[src/rtl/dual_bus_capture_align.sv]
// Redundant-bus front end: captures A/B beats into per-channel FIFOs, pairs them in
// arrival order for the comparator, and flags channel skew and FIFO overflow.
module dual_bus_capture_align #(
  parameter int AW       = 16,
  parameter int DW       = 32,
  parameter int DEPTH    = 4,
  parameter int SKEW_MAX = 15
) (
  input  logic             clk,
  input  logic             rst,
  input  logic             i_a_valid,
  input  logic             i_a_wr,
  input  logic [AW-1:0]    i_a_addr,
  input  logic [DW-1:0]    i_a_data,
  input  logic             i_b_valid,
  input  logic             i_b_wr,
  input  logic [AW-1:0]    i_b_addr,
  input  logic [DW-1:0]    i_b_data,
  output logic             o_out_valid,
  input  logic             i_out_ready,
  output logic [AW+DW:0]   o_out_a,
  output logic [AW+DW:0]   o_out_b,
  output logic             o_skew_err,
  output logic [1:0]       o_ovf_err,
  input  logic             i_err_clr
);

  localparam int PW    = 1 + AW + DW;
  localparam int PTRW  = $clog2(DEPTH);
  localparam int CNTW  = $clog2(DEPTH + 1);
  localparam int SKW   = $clog2(SKEW_MAX + 1);

  typedef enum logic [1:0] {S_IDLE, S_WAIT_B, S_WAIT_A, S_FAULT} state_t;

  state_t            r_state;
  logic [SKW-1:0]    r_skew_cnt;
  logic              r_skew_err;
  logic [1:0]        r_ovf_err;

  logic [PW-1:0]     r_mem   [2][DEPTH];
  logic [PTRW-1:0]   r_wptr  [2];
  logic [PTRW-1:0]   r_rptr  [2];
  logic [CNTW-1:0]   r_cnt   [2];

  logic [PW-1:0]     w_beat  [2];
  logic [1:0]        w_push;
  logic [1:0]        w_nempty;
  logic [1:0]        w_full;
  logic [1:0]        w_accept;
  logic [1:0]        w_ovf_evt;
  logic              w_pop;
  logic              w_block;
  logic              w_unbal_a;
  logic              w_unbal_b;
  logic              w_fault_enter;
  logic [SKW-1:0]    w_skew_inc;

  assign w_beat[0] = {i_a_wr, i_a_addr, i_a_data};
  assign w_beat[1] = {i_b_wr, i_b_addr, i_b_data};
  assign w_push    = {i_b_valid, i_a_valid};

  // Skew is judged on what is visible at the FIFO heads this cycle.
  assign w_unbal_b     = w_nempty[0] & ~w_nempty[1];
  assign w_unbal_a     = ~w_nempty[0] & w_nempty[1];
  assign w_skew_inc    = (r_skew_cnt >= SKW'(SKEW_MAX)) ? SKW'(SKEW_MAX) : r_skew_cnt + 1'b1;
  assign w_fault_enter = ((r_state == S_WAIT_B && w_unbal_b) || (r_state == S_WAIT_A && w_unbal_a))
                         && (w_skew_inc == SKW'(SKEW_MAX));
  assign w_block       = (r_state == S_FAULT) || w_fault_enter;

  assign o_out_valid = w_nempty[0] & w_nempty[1] & (r_state != S_FAULT);
  assign w_pop       = o_out_valid & i_out_ready;

  always_comb begin
    for (int c = 0; c < 2; c++) begin
      w_nempty[c]  = (r_cnt[c] != '0);
      w_full[c]    = (r_cnt[c] == CNTW'(DEPTH));
      w_accept[c]  = w_push[c] & ~w_block & (~w_full[c] | w_pop);
      w_ovf_evt[c] = w_push[c] & ~w_block & w_full[c] & ~w_pop;
    end
  end

  assign o_out_a    = w_nempty[0] ? r_mem[0][r_rptr[0]] : '0;
  assign o_out_b    = w_nempty[1] ? r_mem[1][r_rptr[1]] : '0;
  assign o_skew_err = r_skew_err;
  assign o_ovf_err  = r_ovf_err;

  // Storage is left unreset; stale entries are masked by the occupancy counts.
  always_ff @(posedge clk) begin
    for (int c = 0; c < 2; c++) begin
      if (w_accept[c]) r_mem[c][r_wptr[c]] <= w_beat[c];
    end
  end

  always_ff @(posedge clk) begin
    for (int c = 0; c < 2; c++) begin
      if (rst || w_fault_enter) begin
        r_wptr[c] <= '0;
        r_rptr[c] <= '0;
        r_cnt[c]  <= '0;
      end else begin
        if (w_accept[c]) r_wptr[c] <= r_wptr[c] + 1'b1;
        if (w_pop)       r_rptr[c] <= r_rptr[c] + 1'b1;
        case ({w_accept[c], w_pop})
          2'b10:   r_cnt[c] <= r_cnt[c] + 1'b1;
          2'b01:   r_cnt[c] <= r_cnt[c] - 1'b1;
          default: r_cnt[c] <= r_cnt[c];
        endcase
      end
    end
  end

  // Fault entry beats a simultaneous err_clr; a new overflow beats err_clr too.
  always_ff @(posedge clk) begin
    if (rst) begin
      r_state    <= S_IDLE;
      r_skew_cnt <= '0;
      r_skew_err <= 1'b0;
      r_ovf_err  <= 2'b00;
    end else begin
      case (r_state)
        S_FAULT: begin
          if (i_err_clr) begin
            r_state    <= S_IDLE;
            r_skew_cnt <= '0;
          end
        end
        default: begin
          if (w_fault_enter) begin
            r_state    <= S_FAULT;
            r_skew_cnt <= w_skew_inc;
          end else if (w_unbal_b) begin
            r_state    <= S_WAIT_B;
            r_skew_cnt <= (r_state == S_WAIT_B) ? w_skew_inc : SKW'(1);
          end else if (w_unbal_a) begin
            r_state    <= S_WAIT_A;
            r_skew_cnt <= (r_state == S_WAIT_A) ? w_skew_inc : SKW'(1);
          end else begin
            r_state    <= S_IDLE;
            r_skew_cnt <= '0;
          end
        end
      endcase
      if (w_fault_enter)  r_skew_err <= 1'b1;
      else if (i_err_clr) r_skew_err <= 1'b0;
      r_ovf_err <= (r_ovf_err & ~{2{i_err_clr}}) | w_ovf_evt;
    end
  end

endmodule

[config.mk]
export PLATFORM = sky130hd
export DESIGN_NAME = dual_bus_capture_align
export DESIGN_NICKNAME = d
export VERILOG_FILES = /design/src/rtl/dual_bus_capture_align.sv
export SDC_FILE = /design/constraint.sdc
export NUM_CORES = 1
export LEC_CHECK = 0
export ABC_AREA = 1
export ABC_CLOCK_PERIOD_IN_PS = 7400
export BUFFER_PORTS_ARGS = -buffer_cell sky130_fd_sc_hd__clkbuf_2
export CORE_MARGIN = 1.5
export CORE_UTILIZATION = 45
export CTS_CLUSTER_DIAMETER = 80
export DETAILED_ROUTE_END_ITERATION = 8
export PLACE_DENSITY_LB_ADDON = 0.1
export SYNTH_ARGS = -nofsm -noshare
export SYNTH_HDL_FRONTEND = slang
export SYNTH_SLANG_ARGS = --single-unit
[constraint.sdc]
create_clock -name clk -period 7.4 [get_ports clk]
set_input_delay 1.48 -clock clk [delete_from_list [all_inputs] [get_ports clk]]
set_output_delay 1.48 -clock clk [all_outputs]
set_load 0.005 [all_outputs]
* After elaboration in Yosys (flattened, before gate mapping) *
Memory sizes are Yosys's and may differ from the RTL's.
Cells that the tools add are included.

word-level totals
  register bits = 9
  bits of input ports = 104
  word-level logic and storage cells = 155
  memories = 4
  memory bits (writable) = 406
  output and inout bits = 102

memory list
  memory  words  bits a word  rd ports  clocked after memory_dff  wr ports  RTL line  text
  r_mem   2      196          2         0                         2         40        logic [PW-1:0] r_mem [2][DEPTH];
  r_cnt   2      3            2         0                         2         43        logic [CNTW-1:0] r_cnt [2];
  r_rptr  2      2            2         0                         2         42        logic [PTRW-1:0] r_rptr [2];
  r_wptr  2      2            2         0                         2         41        logic [PTRW-1:0] r_wptr [2];

operators by class
  reduce and logical (&&, ||, !) cells = 13
  muxes and demuxes = 68
  order comparisons = 7
  equal/unequal tests = 12
  bitwise logic cells = 38
  add/subtract/negate cells = 9

operators with widths
  operator                                                               count
  196-bit 2-to-1 mux                                                     2
  49-bit 2-to-1 mux                                                      8
  49-bit binary-select mux with 2-bit select                             2
  49-bit demux with 2-bit select                                         2
  4-bit 2-to-1 mux                                                       8
  1-bit 2-to-1 mux                                                       31
  2-bit 2-to-1 mux                                                       9
  3-bit 2-to-1 mux                                                       6
  1-bit AND                                                              13
  3-bit greater-or-equal comparator (second input constant)              4
  2-bit inverter with 3-bit output                                       4
  1-bit bitwise OR                                                       12
  2-bit by 1-bit adder with 2-bit output (second input constant)         4
  2-bit == test (second input constant)                                  4
  3-bit by 1-bit adder with 3-bit output (second input constant)         2
  2-bit by 1-bit == test with 1-bit output (second input constant)       3
  3-bit == test (second input constant)                                  2
  3-bit by 1-bit < comparator with 1-bit output (second input constant)  2
  1-bit inverter                                                         6
  3-bit nonzero test                                                     2
  3-bit by 1-bit subtractor with 3-bit output (second input constant)    2
  1-bit logical AND                                                      5
  4-bit by 1-bit adder with 4-bit output (second input constant)         1
  4-bit == test (second input constant)                                  1
  8 further kinds                                                        12

* Longest topological paths before layout *
Gate-level depths: netlist of the first run.

  depth in word-level cells = 17
  depth in mapped cells = 16
  gate-level depth less buffers = 16

* Worst setup path before layout of the first run *
OpenSTA, ideal clock, no wires.

  path kind = input-to-reg
  start point = input i_out_ready
  end point = memory r_mem[0][196] in the netlist's numbering (enable)
  path buffers = 0
  required time = 6944 ps
  stages = 4
  arrival = 3922 ps
  setup time = 456 ps
  setup slack = 3022 ps
  path through = nand2_2 -> nand3_2 -> nand4_2 -> nor2_1

RTL lines
  item         RTL line  text
  from (decl)  20        input logic i_out_ready,
  to (decl)    40

==> results of run 1 <==
kinds of logic after synthesis:
group	Yosys count	synth area share, %
flops	415	74.7
buf+inv	119	2.88
xor+xnor	3	0.159
simple gates	478	11.6
compound gates	314	9.52
fa+ha+maj	15	1.18
area by class of cell:
| cell class | count | area (sq um) |
|---|---|---|
| fillers | 3165 | 17000 |
| flip-flops and latches | 415 | 12400 |
| multi-input cells | 810 | 3780 |
| clock buffers | 61 | 1200 |
| repair buffers | 222 | 1150 |
| well taps | 468 | 586 |
| clock inverters | 16 | 175 |
| inverters | 43 | 166 |
synthesized netlist by cell type, types with 2 or more instances:
cell type	number	area, sq um
sky130_fd_sc_hd__edfxtp_1	406	12200
sky130_fd_sc_hd__a21oi_1	108	541
sky130_fd_sc_hd__o21ai_0	202	1010
sky130_fd_sc_hd__xor2_1	2	17.5
sky130_fd_sc_hd__nand2_1	33	124
sky130_fd_sc_hd__inv_1	34	128
sky130_fd_sc_hd__inv_2	6	22.5
sky130_fd_sc_hd__buf_1	11	41.3
sky130_fd_sc_hd__ha_1	14	175
sky130_fd_sc_hd__nand4_1	2	12.5
sky130_fd_sc_hd__clkbuf_1	57	214
sky130_fd_sc_hd__buf_2	7	35.0
sky130_fd_sc_hd__nor2_1	411	1540
sky130_fd_sc_hd__nand2_4	3	33.8
sky130_fd_sc_hd__clkinv_1	2	7.51
sky130_fd_sc_hd__nand2_2	6	37.5
sky130_fd_sc_hd__nor2_2	3	18.8
sky130_fd_sc_hd__nand3_1	9	45.0
sky130_fd_sc_hd__nor3_1	2	10.0
sky130_fd_sc_hd__nand3_2	2	20.0
sky130_fd_sc_hd__nor3b_2	2	25.0
sky130_fd_sc_hd__dfxtp_1	9	180
sky130_fd_sc_hd__o21ai_1	2	10.0
critical path, stage by stage (launching register included):
cell and delay [ns]:
sky130_fd_sc_hd__edfxtp_1 0.71, sky130_fd_sc_hd__inv_2 0.63, sky130_fd_sc_hd__buf_4 0.56, sky130_fd_sc_hd__o21ai_0 0.18, sky130_fd_sc_hd__a21oi_1 0.23, sky130_fd_sc_hd__clkbuf_2 0.15
layout by cell type, fill, tap and decap left out, types with 5 or more instances in the layout:
cell type	n
sky130_fd_sc_hd__a21oi_1	108
sky130_fd_sc_hd__buf_4	17
sky130_fd_sc_hd__clkbuf_1	15
sky130_fd_sc_hd__clkbuf_16	45
sky130_fd_sc_hd__clkbuf_2	205
sky130_fd_sc_hd__clkinv_1	6
sky130_fd_sc_hd__clkinv_2	5
sky130_fd_sc_hd__dfxtp_1	9
sky130_fd_sc_hd__edfxtp_1	406
sky130_fd_sc_hd__ha_1	14
sky130_fd_sc_hd__inv_1	34
sky130_fd_sc_hd__inv_2	8
sky130_fd_sc_hd__nand2_1	33
sky130_fd_sc_hd__nand2_2	6
sky130_fd_sc_hd__nand3_1	9
sky130_fd_sc_hd__nor2_1	403
sky130_fd_sc_hd__nor2_4	8
sky130_fd_sc_hd__o21ai_0	202
worst min-delay path by stage:
stage	from	endpoint	slack (ns)
after floorplan	o_ovf_err[0]$_SDFF_PP0_	o_ovf_err[0]$_SDFF_PP0_	0.46
after global routing	o_ovf_err[1]$_SDFF_PP0_	o_ovf_err[1]$_SDFF_PP0_	0.51
after global placement	o_skew_err$_SDFFE_PP0P_	o_skew_err$_SDFFE_PP0P_	0.46
after detailed placement	o_skew_err$_SDFFE_PP0P_	o_skew_err$_SDFFE_PP0P_	0.48
after CTS	o_skew_err$_SDFFE_PP0P_	o_skew_err$_SDFFE_PP0P_	0.48
final	o_skew_err$_SDFFE_PP0P_	o_skew_err$_SDFFE_PP0P_	0.48
metrics by stage:
stage               util [%]  instances  setup WS, ns  hold slack (ns)  instance area, sq um
floorplan                  -       1344          3.02            0.460                 16600
global placement        49.6       1958          3.46            0.457                 18100
detailed placement      49.6       1958          3.42            0.476                 18100
CTS                     53.3       2035          2.83            0.484                 19400
global route            53.3       2035          2.66            0.509                 19400
finish                  53.3       2035          2.88            0.477                 19400
flip-flops by register name, summed over array words and instances, names as in the netlist:
signal	count
o_ovf_err	2
r_state	2
r_mem	392
r_cnt	6
r_skew_cnt	4
o_skew_err	1
r_wptr	4
r_rptr	4
report_power, final:
part	leakage [nW]	internal, mW	switching [mW]	total (mW)
logic	2.58	0.568	1.15	1.72
registers	3.81	2.87	0.0767	2.95
clock network	0.665	1.26	0.852	2.11
metal layers:
layer  track usage, %  up-vias  wire [um]
met2             33.2      230      17800
li1                 -     5113          -
met4             4.97        6        631
met3             5.07       56       2550
met1             24.6     4984      15600
met5                0        -         40
==> run summary, run 1 <==
STA
---------------------------------------------------------------------------------
Clock period minus worst slack                                            4.52 ns
Final setup viols                                                               0
Number of pins with negative max-slew slack in the final report                 0
Part of the cycle the worst path needs                                      61.0%
Timing-limited maximum frequency                                          221 MHz
Slew at the pin with the worst max-slew slack                             1.10 ns
Number of endpoints with negative hold slack in the final report                0
Clk_skew                                                                0.0112 ns
Setup TNS                                                                    0 ns
Relative slew margins                                                       26.8%
Setup repair after global routing missed its margin                         false

LOGIC SYNTHESIS
---------------------------------------------------------------------------------
Synthesized instance count                                                  1,344
Number of unique standard cell types used by synthesis                         34
Sequential share of the synthesized area                                    74.7%
Average footprint of a synthesized cell                                12.3 sq um
Synthesized net count                                                       1,463
Yosys synthesis warning count                                                   0
Synth Cell Area                                                      0.0166 sq mm
Count of flip-flops with a built-in enable after synthesis                    406
Post-synth top flop                                                  sky130_fd_sc_hd__edfxtp_1
Post-synthesis register bit count                                             415
Synth async-reset ratio                                                        0%

CLOCK NETWORK
---------------------------------------------------------------------------------
Source-to-sink clock delay at the later pin of the worst-skew pair        0.54 ns
CTS tree                                                                     done
Clock-pin transition on the worst setup and hold timing paths             0.06 ns
Post-CTS Hold Buffers                                                           0
Total clock buffers created by CTS                                             44
Postcts setup bufs                                                              0
Clock sink count                                                              415
CTS H-Tree Depth                                                                2
Root Driver                                                          sky130_fd_sc_hd__clkbuf_16
Post-cts gate resize count                                                      0
Buffer levels on the longest clock path                                         3

CRITICAL PATH
---------------------------------------------------------------------------------
Crit path capture                                                     o_out_a[41]
Startpoint of the most critical register-to-register path            r_cnt[0][0]$_DFFE_PP_
Type of element launching the critical path                                  flop
Source of the critical timing path                                   r_rptr[0][0]$_SDFFCE_PN0P_
Cells on worst reg2reg path                                                    11
RR Endpoint                                                          r_mem[0][242]$_DFFE_PP_
Maximum fanout along the worst path                                            59
Critical path arrival                                                     3.04 ns
Start-to-end type of the worst setup path                                 reg2out
Category of the worst setup path capture point                       primary output
Required @ worst endpoint                                                 5.92 ns
R2R Setup Slk                                                             3.76 ns

GLOBAL ROUTING
---------------------------------------------------------------------------------
Largest net degree at the start of global routing                             101
Global-route wire length before repair                                  57,400 um
Antenna violations before repair                                                4
Via count of the first global-routing pass                                 10,300
Gr usage total                                                              19.4%
Overflow left after global routing                                              0

CELLS AND AREA
---------------------------------------------------------------------------------
Antenna diode instance count                                                    0
Share of layout cells above drive strength 1                                20.1%
Layout Area Growth over Synthesis                                           17.3%
Final-stage net count                                                       1,655

ROUTING
---------------------------------------------------------------------------------
DR iter-0 viols                                                               479
Via-to-Cell Ratio                                                            5.11
Number of remaining DRC errors                                                  0
Routed wire length                                                      36,500 um
Total number of vias                                                       10,400
Antenna-violating nets left                                                     0
Router iterations before antenna repair                                         5
Wire length per cell                                                      18.0 um

OUTCOME
---------------------------------------------------------------------------------
Outcome                                                              finished, final reports clean

PLACE
---------------------------------------------------------------------------------
Buffers on Ports                                                              205
GPL Wtd Cong                                                                0.739
Final HPWL from detailed placement                                      20,000 um

FLOORPLANNING
---------------------------------------------------------------------------------
Die Span X                                                                 195 um
Starting density of the core                                                45.5%
Die outline height                                                         195 um
Top-level I/O count                                                           206
FP Rows                                                                        70
Core area                                                            0.0364 sq mm
Die Outline Area                                                     0.0380 sq mm

MIN PATH
---------------------------------------------------------------------------------
Hold crit path type                                                       reg2reg
Worst hold stages                                                               2

PWR
---------------------------------------------------------------------------------
Power density over cell area                                          349 mW/mm^2
Post-layout total power                                                   6.78 mW
VDD IR-drop max                                                            234 uV
Total leakage power                                                       7.06 nW

RUN
---------------------------------------------------------------------------------
Count of maximum capacitance violations                                         0

(Power assumes the default switching activity.)
==> run 2: changes to the inputs <==
ABC_CLOCK_PERIOD_IN_PS = 4500   (was 7400)
clock period = 4.5 ns   (was 7.4 ns; I/O delays follow)
==> run 2 against run 1 <==
Compared with the run above: clock power up 56%; clock-buffer cell count fell by 10; cell count up 0.25%; utilization about the same; die area unchanged; register-to-register slack got worse by 2.1 ns; first-iteration DRC count is 21% higher; critical path depth up 1; clock skew grew 0.0077 ns; sequential cell count did not move.
==> run summary, run 2 (synthesized netlist as in run 1, its figures left out) <==
OUTCOME
---------------------------------------------------------------------------------
Outcome                                                              finished, final reports clean

PWR
---------------------------------------------------------------------------------
Total leakage power                                                       7.06 nW
Post-layout total power                                                   11.0 mW
VDD IR-drop max                                                            351 uV
Power density over cell area                                          566 mW/mm^2

GLOBAL ROUTING
---------------------------------------------------------------------------------
Antenna violations before repair                                                4
Met2 global-route usage                                                     32.9%
Via count of the first global-routing pass                                 10,600
M1 GR Usage                                                                 24.6%
Overflow left after global routing                                              0
Gr usage total                                                              19.4%
Global-route wire length before repair                                  57,400 um
Largest net degree at the start of global routing                             101
Global routing met3 resource utilization                                    4.77%
Most crowded layer after global routing                                      met2

STA
---------------------------------------------------------------------------------
Setup repair after global routing missed its margin                         false
Timing-limited maximum frequency                                          291 MHz
Number of endpoints with negative hold slack in the final report                0
Slew at the pin with the worst max-slew slack                             1.11 ns
Final setup viols                                                               0
Setup TNS                                                                    0 ns
Relative slew margins                                                       26.0%
Clock period minus worst slack                                            3.43 ns
Number of pins with negative max-slew slack in the final report                 0
Clk_skew                                                                0.0189 ns
Part of the cycle the worst path needs                                      76.3%

ROUTING
---------------------------------------------------------------------------------
Number of remaining DRC errors                                                  0
Wire length per cell                                                      18.0 um
Total number of vias                                                       10,400
Antenna-violating nets left                                                     0
Routed wire length                                                      36,800 um
Router iterations before antenna repair                                         4
Via-to-Cell Ratio                                                            5.09
DR iter-0 viols                                                               580

CELLS AND AREA
---------------------------------------------------------------------------------
Final-stage net count                                                       1,655
Commonest non-fill, non-tap cell in the layout                       sky130_fd_sc_hd__edfxtp_1
Layout filler cell count                                                    3,128
Layout Area Growth over Synthesis                                           17.2%
Flip-flop count of the largest register after layout                          392
Leading cell types in the layout, fill and taps excluded             sky130_fd_sc_hd__edfxtp_1, sky130_fd_sc_hd__nor2_1, sky130_fd_sc_hd__clkbuf_2
Share of layout cells above drive strength 1                                20.3%

CLOCK NETWORK
---------------------------------------------------------------------------------
Clock-pin transition on the worst setup and hold timing paths             0.06 ns
Source-to-sink clock delay at the later pin of the worst-skew pair        0.54 ns
Post-CTS Hold Buffers                                                           0
CTS H-Tree Depth                                                                2
Buffer levels on the longest clock path                                         3
CTS tree                                                                     done
Root Driver                                                          sky130_fd_sc_hd__clkbuf_16
Total clock buffers created by CTS                                             43
Post-cts gate resize count                                                      0
Clock sink count                                                              415
Postcts setup bufs                                                              0

FLOORPLANNING
---------------------------------------------------------------------------------
Core area                                                            0.0364 sq mm
Die outline height                                                         195 um
Die Span X                                                                 195 um
Starting density of the core                                                45.5%
Top-level I/O count                                                           206
Die Outline Area                                                     0.0380 sq mm
FP Rows                                                                        70

CRITICAL PATH
---------------------------------------------------------------------------------
Sequence of cells on the critical path                               buf_4 -> nor2_1 -> nor2_1 -> o21ai_0 -> a21oi_1 -> clkbuf_2
Most common cell on crit path                                        sky130_fd_sc_hd__nor2_1
Source of the critical timing path                                   r_rptr[1][0]$_SDFFCE_PN0P_
Number of buffer and inverter instances along the worst setup path              2
Maximum fanout along the worst path                                           100
Category of the worst setup path capture point                       primary output
Type of element launching the critical path                                  flop
Startpoint of the most critical register-to-register path            r_cnt[0][0]$_DFFE_PP_
Critical path arrival                                                     2.53 ns
Max stage delay on crit path                                              0.81 ns
Highest-delay cell along the critical path                           sky130_fd_sc_hd__buf_4
Required @ worst endpoint                                                 3.60 ns
Start-to-end type of the worst setup path                                 reg2out
Top Family by Delay on Critical Path                                 buffers and inverters

MIN PATH
---------------------------------------------------------------------------------
Hold crit path type                                                       reg2reg
Start point of the worst min-delay path                              o_ovf_err[1]$_SDFF_PP0_

PLACE
---------------------------------------------------------------------------------
GPL Wtd Cong                                                                0.731
Final HPWL from detailed placement                                      20,200 um
Buffers on Ports                                                              205

RUN
---------------------------------------------------------------------------------
Count of maximum capacitance violations                                         0

## run 2: changes by cell type in the layout (fill, tap and decap cells not counted), sizes merged
cell,before,now
bufinv,4,1
buf,17,18
diode,0,2
clkinv,11,26
clkbuf,266,256
## run 2: final cells by class
| class | count | area, sq um | area share (%) |
|---|---|---|---|
| Sequential cell | 415 | 12400 | 63.7 |
| Multi-Input combinational cell | 810 | 3780 | 19.5 |
| Timing Repair Buffer | 223 | 1210 | 6.24 |
| Clock buffer | 51 | 1150 | 5.91 |
| Tap cell | 468 | 586 | 3.02 |
| Inverter | 43 | 166 | 0.857 |
| Clock inverter | 28 | 150 | 0.773 |
| Antenna cell | 2 | 5.00 | 0.0258 |
## run 2: through the flow
stage                     hold slack, ns  cell area, sq um  setup slack [ns]  utilization [%]  std cells
after floorplan                    0.460             16600             0.624                -       1344
after global placement             0.460             18100              1.63             49.7       1959
after detailed placement           0.458             18100              1.61             49.7       1959
after CTS                          0.466             19400              1.03             53.3       2038
after global routing               0.495             19400             0.806             53.3       2039
final                              0.466             19400              1.07             53.3       2040
## run 2: worst min-delay path, stage by stage (launching register included)
cell	delay, ns
sky130_fd_sc_hd__dfxtp_1	0.31
sky130_fd_sc_hd__nand2_1	0.06
sky130_fd_sc_hd__a21oi_1	0.05
## run 2: where the power goes
group	leakage [nW]	switching [mW]	internal, mW
clock network	0.645	1.41	1.87
logic	2.60	1.91	0.958
registers	3.81	0.112	4.73
## run 2: worst paths after layout
check	cells after the start	to	slack, ns
worst max register to register	11	r_mem[0][132]$_DFFE_PP_	1.69
worst min register to register	2	o_ovf_err[1]$_SDFF_PP0_	0.47
worst min-delay path	2	o_ovf_err[1]$_SDFF_PP0_	0.47
worst max-delay path	6	o_out_b[41]	1.07
## run 2: per-layer routing
layer	share of wire (%)	vias to the layer above
li1	-	5117
met1	43	4960
met2	48	245
met3	6.4	67
met4	2.4	4
met5	0.068	-
